<file path="src/rtl/program_loader.sv">
// Byte-stream program loader: unpacks a length-prefixed byte stream into instruction
// words, writes them to instruction memory from address 0, and holds the core until done.
module program_loader #(
  parameter int INSTR_WIDTH = 10,
  parameter int ADDR_WIDTH  = 8
) (
  input  logic                   clk,
  input  logic                   reset,
  input  logic                   rx_valid,
  input  logic [7:0]             rx_data,
  output logic                   rx_ready,
  output logic                   imem_we,
  output logic [ADDR_WIDTH-1:0]  imem_addr,
  output logic [INSTR_WIDTH-1:0] imem_wdata,
  output logic                   cpu_run,
  output logic                   load_error,
  output logic [8:0]             word_count
);

  localparam int         HI_W  = INSTR_WIDTH - 8;
  localparam logic [8:0] DEPTH = 9'(1 << ADDR_WIDTH);

  typedef enum logic [2:0] {S_COUNT, S_HI, S_LO, S_WRITE, S_RUN, S_ERROR} state_t;

  state_t          state, state_nxt;
  logic [8:0]      n_words;
  logic [HI_W-1:0] hi_bits;
  logic            accept;
  logic [8:0]      count_n;
  logic            count_bad;
  logic            hi_bad;
  logic            count_accept;

  // A high byte may only use its lowest HI_W bits; anything above is a framing error.
  function automatic logic hi_overflow(input logic [7:0] b);
    logic [15:0] w;
    w = {8'h00, b} >> HI_W;
    return w != 16'd0;
  endfunction

  assign accept       = rx_valid & rx_ready;
  assign count_n      = (rx_data == 8'd0) ? 9'd256 : {1'b0, rx_data};
  assign count_bad    = count_n > DEPTH;
  assign hi_bad       = hi_overflow(rx_data);
  assign count_accept = accept & ((state == S_COUNT) | (state == S_RUN));

  // All status outputs decode from the registered state, so rx_ready never sees rx_valid.
  assign rx_ready   = (state != S_WRITE);
  assign imem_we    = (state == S_WRITE);
  assign cpu_run    = (state == S_RUN);
  assign load_error = (state == S_ERROR);

  always_comb begin
    state_nxt = state;
    case (state)
      S_COUNT, S_RUN: if (accept) state_nxt = count_bad ? S_ERROR : S_HI;
      S_HI:           if (accept) state_nxt = hi_bad ? S_ERROR : S_LO;
      S_LO:           if (accept) state_nxt = S_WRITE;
      S_WRITE:        state_nxt = (word_count + 9'd1 == n_words) ? S_RUN : S_HI;
      S_ERROR:        state_nxt = S_ERROR;
      default:        state_nxt = S_COUNT;
    endcase
  end

  always_ff @(posedge clk or posedge reset) begin
    if (reset) begin
      state      <= S_COUNT;
      imem_addr  <= '0;
      imem_wdata <= '0;
      word_count <= '0;
    end else begin
      state <= state_nxt;
      if (count_accept && !count_bad) begin
        imem_addr  <= '0;
        word_count <= '0;
      end
      if (accept && state == S_LO)
        imem_wdata <= {hi_bits, rx_data};
      if (state == S_WRITE) begin
        imem_addr  <= imem_addr + ADDR_WIDTH'(1);
        word_count <= word_count + 9'd1;
      end
    end
  end

  // Frame bookkeeping is only meaningful once its state has been reached, so it needs no reset.
  always_ff @(posedge clk) begin
    if (count_accept)
      n_words <= count_n;
    if (accept && state == S_HI)
      hi_bits <= rx_data[HI_W-1:0];
  end

endmodule
</file>
<file path="config.mk">
export PLATFORM = sky130hd
export DESIGN_NAME = program_loader
export DESIGN_NICKNAME = d
export VERILOG_FILES = /design/src/rtl/program_loader.sv
export SDC_FILE = /design/constraint.sdc
export NUM_CORES = 1
export LEC_CHECK = 0
export BUFFER_PORTS_ARGS = -buffer_cell sky130_fd_sc_hd__buf_4
export CAP_MARGIN = 40
export CORE_UTILIZATION = 25
export CTS_CLUSTER_DIAMETER = 120
export DETAILED_ROUTE_END_ITERATION = 7
export PLACE_DENSITY = 0.47
export RECOVER_POWER = 50
export REMOVE_ABC_BUFFERS = 1
export SLEW_MARGIN = 0
export SYNTH_ARGS = -nofsm -noshare
export SYNTH_HDL_FRONTEND = slang
export SYNTH_SLANG_ARGS = --single-unit
</file>
<file path="constraint.sdc">
create_clock -name clk -period 2 [get_ports clk]
set_clock_uncertainty 0.1 [all_clocks]
set_input_delay 0.4 -clock clk [delete_from_list [all_inputs] [get_ports clk]]
set_output_delay 0.4 -clock clk [all_outputs]
set_load 0.01 [all_outputs]
</file>
; ---- Word level (Yosys, flattened, before mapping)
; Cells that the tools add are included.
[classes]
n_eq_ne = 10
bitwise_logic = 3
n_addsub = 2
n_reduce_logical = 10
n_mux = 12
magnitude_cmp = 1
[ops]
columns = operator, n
row1 = two-way mux 9 bit, 3
row2 = two-way mux 3 bit, 6
row3 = two-way mux 8 bit, 2
row4 = nonzero test 16 bit, 1
row5 = one-hot mux 3 bit (5 select lines), 1
row6 = adder 9 x 1 -> 9 bit (second input constant), 1
row7 = equality test 9 bit, 1
row8 = > comparator 9 bit (second input constant), 1
row9 = adder 8 x 1 -> 8 bit (second input constant), 1
row10 = zero test 8 bit, 1
row11 = equality test 3 x 2 -> 1 bit (second input constant), 2
row12 = equality test 3 bit (second input constant), 2
row13 = inequality test 2 bit (second input constant), 3
row14 = equality test 3 x 1 -> 1 bit (second input constant), 1
row15 = logical AND 1 bit, 3
row16 = zero test 3 bit, 1
row17 = inequality test 3 x 2 -> 1 bit (second input constant), 1
row18 = AND reduction 3 bit, 1
row19 = AND 1 bit, 2
row20 = nonzero test 2 bit, 1
row21 = OR reduction 2 bit, 1
row22 = zero test 1 bit, 1
row23 = bitwise OR 1 bit, 1
[totals]
reg_bits = 41
elab_cells = 44

; ---- Longest topological paths before layout
[logic_depth]
word_depth = 7
depth_mapped = 8
ltp_nobuf = 6

; ---- Worst setup path before layout
; No wires, ideal clock.
[synth_timing]
path_kind = reg2reg
from = register word_count[0]
to = register state[0]
stages_incl_launch_ff = 8
synth_period_minus_slack_ns = 2.083
arrival_ns = 1.859
path_buffers = 1
path_slack_ns = -0.083
cell_sequence = dfrtp_1 > ha_1 > and3_1 > buf_6 > and3_4 > a21oi_2 > or3_1 > o31a_1
[synth_via]
elab_chain_cells = 4
[synth_lines]
columns = item, line
row1 = from (decl), 17  ; output logic [8:0] word_count
row2 = from (signal assigned), 81  ; word_count <= word_count + 9'd1;
row3 = adder 9 x 1 -> 9 bit, 59  ; S_WRITE: state_nxt = (word_count + 9'd1 == n_words) ? S_RUN : S_HI;
row4 = equality test 9 bit, 59
row5 = two-way mux 3 bit, 59
row6 = one-hot mux 3 bit (5 select lines), 55  ; case (state)
row7 = to (signal assigned), 72  ; state <= state_nxt;
row8 = to (decl), 25  ; state_t state, state_nxt;
; Every way passes these cells.
; A chain may end at the register's enable or synchronous reset.

; ---- Worst setup path in the final report
[layout_timing]
from = register state[0]
to = output imem_we
[layout_via]
elab_chain_cells = 1
[layout_lines]
columns = item, line
row1 = equality test 3 x 2 -> 1 bit, 49  ; assign imem_we = (state == S_WRITE);
row2 = to (decl), 12  ; output logic imem_we,
; Every way passes these cells.

==> run summary <==
The number of enable-type register cells in the synthesized netlist is 11. After detailed placement, the total cell area comes to 2510 um^2. The portion of the post-synthesis area used by sequential elements is 0.526. The type of the worst min-delay path is in2async. The total routing resource utilization after global routing came out at 0.119. The post-synthesis compound-gate area fraction came out at 0.135. The via density per instance came out at 4.62.

The die width is 92.7 um. The data arrival time of the critical path is 1.43 ns. The family of cells with the greatest summed delay on the critical path is flip-flops.

The final-report hold violation count is 0. The async set-reset flop share out of synthesis came out at 0.732. Timing analysis after detailed placement gives a worst setup slack of 0.0380 ns. The number of distinct library cells after synthesis came out at 46. After layout, the worst setup slack is 0.0706 ns. TritonCTS built the clock tree. Across the VDD grid, the largest voltage drop is 351 uV. The run finished with clean final reports. The I/O pin count came out at 42. The number of buffers added to fix hold violations after cts came out at 0.

The data required time of the critical path came out at 1.50 ns. The repair_antennas step left the layout with diodes totalling 0. The cell that appears most often on the critical path is sky130_fd_sc_hd__buf_4. The time the worst path needs with I/O delays and setup is 1.93 ns.

The part of the cycle the worst path needs is 0.965. The detailed-routing iteration count for the pre-antenna-repair pass is 4. The proportion of layout cells with a drive suffix above 1 came out at 0.306.

For this design, the sink count on the clock tree is 41. The leakage power of the design is 1.13 nW. The post-route antenna net violation count came out at 0. The floorplan step defined a die boundary enclosing 8580 um^2.

The measured slew at the worst slew-check pin came out at 0.856 ns. The count of buffers added on input and output ports is 41. The count of state elements after synthesis came out at 41. The cell area that synthesis handed to floorplanning was 2050 um^2.

Sorting the synthesized cells by area gives the leading types as sky130_fd_sc_hd__dfrtp_1 (37%), sky130_fd_sc_hd__edfxtp_1 (16%), sky130_fd_sc_hd__mux2_2 (5.5%), sky130_fd_sc_hd__o21ai_0 (5.1%), sky130_fd_sc_hd__xnor2_1 (3.0%). The summed area of non-filler cells in the final layout is 2620 um^2. The most used flip-flop cell after synthesis is sky130_fd_sc_hd__dfrtp_1. Walking the worst path, the cells encountered are nand2_1 -> or2_2 -> inv_2 -> buf_4 -> buf_4. The global route total overflow is 0. The first-pass GRT wire length is 7830 um. The pin count of the biggest net entering global routing came out at 31. The global placement routability congestion came out at 0.737.

The number of global-route vias before repair came out at 1,497. The largest single stage delay on the critical path is 0.39 ns. After synthesis, the largest family of logic cells by area is simple AND/OR/NAND/NOR gates. The worst hold slack is 0.230 ns. Along the worst path, the maximum fanout reaches 9. Summed over all instances, the cell type with the most area after synthesis is sky130_fd_sc_hd__dfrtp_1. The floorplan has 32 rows.

Of the total synthesized cell area, the portion taken by full adders, half adders and majority gates is 0.0122. The final-layout fill cell count is 842. The core region is 7850 um^2. The wire length after detailed routing is 4810 um. The maximum level of the CTS H-tree came out at 2. After detailed routing, the number of remaining DRC violations is 0. Yosys printed 0 warnings. Of the total synthesized cell area, the portion taken by XOR and XNOR cells is 0.0554. Of the total synthesized cell area, the portion taken by AND, OR, NAND and NOR gates is 0.161.

Setup repair after global routing could not meet its margin everywhere. Of the post-synthesis cell area, the dominant cell type holds 0.365. The count of pins over their slew limit is 0.

The die extent in y came out at 92.7 um. The total power divided by cell area is 675 nW/um^2. The number of violations reported at the end of detailed-routing iteration 0 is 98. The maximum achievable frequency is 518 MHz.

The maximum buffer depth of the clock tree is 2. TritonCTS created 5 clock buffers. The clock latency reported for the late side of the worst-skew pair came out at 0.29 ns. The clock tree root buffer cell is sky130_fd_sc_hd__clkbuf_8. The nature of the critical path endpoint is a primary output.

The critical path is of the reg2out type. The tool flagged a number of max-cap violations equal to 0. In the final routed layout, each cell accounts on average for 13.9 um. The initial antenna violation count came out at 0. After clock tree synthesis, the clock-pin slew on the worst setup and hold paths is 0.08 ns. The detailed placer's ending HPWL came out at 3530 um. The overall power is 0.00177 W.

The slowest stage of the critical path belongs to the cell sky130_fd_sc_hd__dfrtp_1. The worst reg-to-reg setup slack came out at 0.08 ns. Relative to the synthesized area, the layout overhead comes to 27.5%. Headroom to the max-slew limit came out at 0.427. Together, buffers and inverters on the worst path number 3. STA classifies the critical path startpoint as a flop. The number of nets in the layout came out at 257. The number of standard cells after synthesis came out at 193. A synthesized cell averages 10.6 um^2. The detailed router placed 1,602 vias in this run. The mux share of post-synthesis cell area is 0.0548. The setup violation total in the final timing report came out at 0.

The initial standard-cell utilization of the core came out at 0.262.
[what timing repair did]
| item | in CTS | in global routing |
|---|---|---|
| endpoints found under the setup margin | 1 | 5 |
| gates resized for setup | 0 | 6 |
| gates cloned | 0 | 0 |
| pin swaps | 0 | 2 |
| buffers inserted | 1 | 4 |
| endpoints found under the hold margin | 0 | 0 |
[power breakdown]
group,switching [W],leakage (nW),total (W),internal (W)
clock network,0.000304,0.0543,0.000677,0.000374
registers,0.0000407,0.490,0.000925,0.000885
logic,0.0000844,0.584,0.000166,0.0000812
[synthesized netlist by cell type (all sizes together), types with 4 or more instances]
| library cell | number |
|---|---|
| a21oi | 4 |
| xor2 | 6 |
| buf | 6 |
| and2 | 4 |
| edfxtp | 11 |
| nand3 | 8 |
| xnor2 | 7 |
| o21ai | 21 |
| nor2 | 12 |
| mux2 | 10 |
| nand4 | 5 |
| nand2 | 14 |
| inv | 4 |
| clkbuf | 12 |
| dfrtp | 30 |
[worst paths after layout]
kind	start	end	cells past startpoint
worst max-delay path	state[0]$_DFFE_PP0P_	imem_we	5
worst min-delay path	reset	imem_wdata[6]$_DFFE_PP0P_	3
worst max register to register	word_count[0]$_DFFE_PP0P_	state[0]$_DFFE_PP0P_	6
worst min register to register	imem_addr[7]$_DFFE_PP0P_	imem_addr[7]$_DFFE_PP0P_	1
max in group asynchronous	reset	state[2]$_DFFE_PP0P_	3
min in group clk	rx_data[6]	n_words[6]$_DFFE_PP_	1
[sequential cells by signal, summed over array words and instances, names as in the netlist]
signal and flops:
imem_addr 8, state 3, hi_bits 2, n_words 9, word_count 9, imem_wdata 10
[through the flow]
| stage | utilization | instances | setup TNS (ns) |
|---|---|---|---|
| floorplan | - | 175 | -0.116 |
| global placement | 0.320 | 334 | 0 |
| detailed placement | 0.320 | 334 | 0 |
| CTS | 0.335 | 343 | 0 |
| global route | 0.334 | 347 | -0.0198 |
| finish | 0.334 | 347 | 0 |
[per-layer routing]
layer / routed length (um) / share of wire / vias to the layer above / GRT usage
met3: 263 / 0.055 / 4 / 0.0312
li1: - / - / 792 / -
met5: 0 / 0 / - / 0
met2: 2250 / 0.47 / 42 / 0.182
met4: 48 / 0.010 / 0 / 0.0385
met1: 2250 / 0.47 / 764 / 0.163
[cell usage in the layout, fill, tap and decap left out, drive strengths merged, types with 2 or more instances in the layout]
| cell type | instances |
|---|---|
| a211o | 2 |
| a21oi | 4 |
| a22o | 2 |
| and2 | 4 |
| and3 | 3 |
| and4 | 2 |
| buf | 46 |
| clkbuf | 21 |
| dfrtp | 30 |
| edfxtp | 11 |
| ha | 2 |
| inv | 4 |
| mux2 | 10 |
| nand2 | 14 |
| nand2b | 2 |
| nand3 | 8 |
| nand4 | 5 |
| nor2 | 12 |
| nor2b | 3 |
| o21ai | 21 |
| o311ai | 2 |
| o31ai | 3 |
| o41ai | 3 |
| or2 | 2 |
| xnor2 | 7 |
| xor2 | 6 |
[worst reg2reg max path, cell delays in order, from the launching register on]
cell,delay [ns]
sky130_fd_sc_hd__dfrtp_1,0.36
sky130_fd_sc_hd__buf_4,0.16
sky130_fd_sc_hd__nand4_1,0.21
sky130_fd_sc_hd__xnor2_1,0.26
sky130_fd_sc_hd__a21oi_2,0.08
sky130_fd_sc_hd__or3_4,0.40
sky130_fd_sc_hd__o31a_1,0.25
[logic make-up (layout without fill, tap and decap cells)]
kind of cell / count (synthesis) / in the layout
compound gates: 43 / 43
xor+xnor: 13 / 13
fa+ha+maj: 2 / 2
buf+inv: 22 / 74
flops: 41 / 41
mux: 10 / 10
simple gates: 62 / 62
[area by class of cell]
class	count	area [um^2]	area share
Sequential cell	41	1080	0.413
Multi-Input combinational cell	130	865	0.330
Timing Repair Buffer	62	414	0.158
Tap cell	102	128	0.0487
Clock buffer	5	68.8	0.0263
Clock inverter	3	46.3	0.0177
Inverter	4	15.0	0.00573
Power figures use the tool's default switching activity.
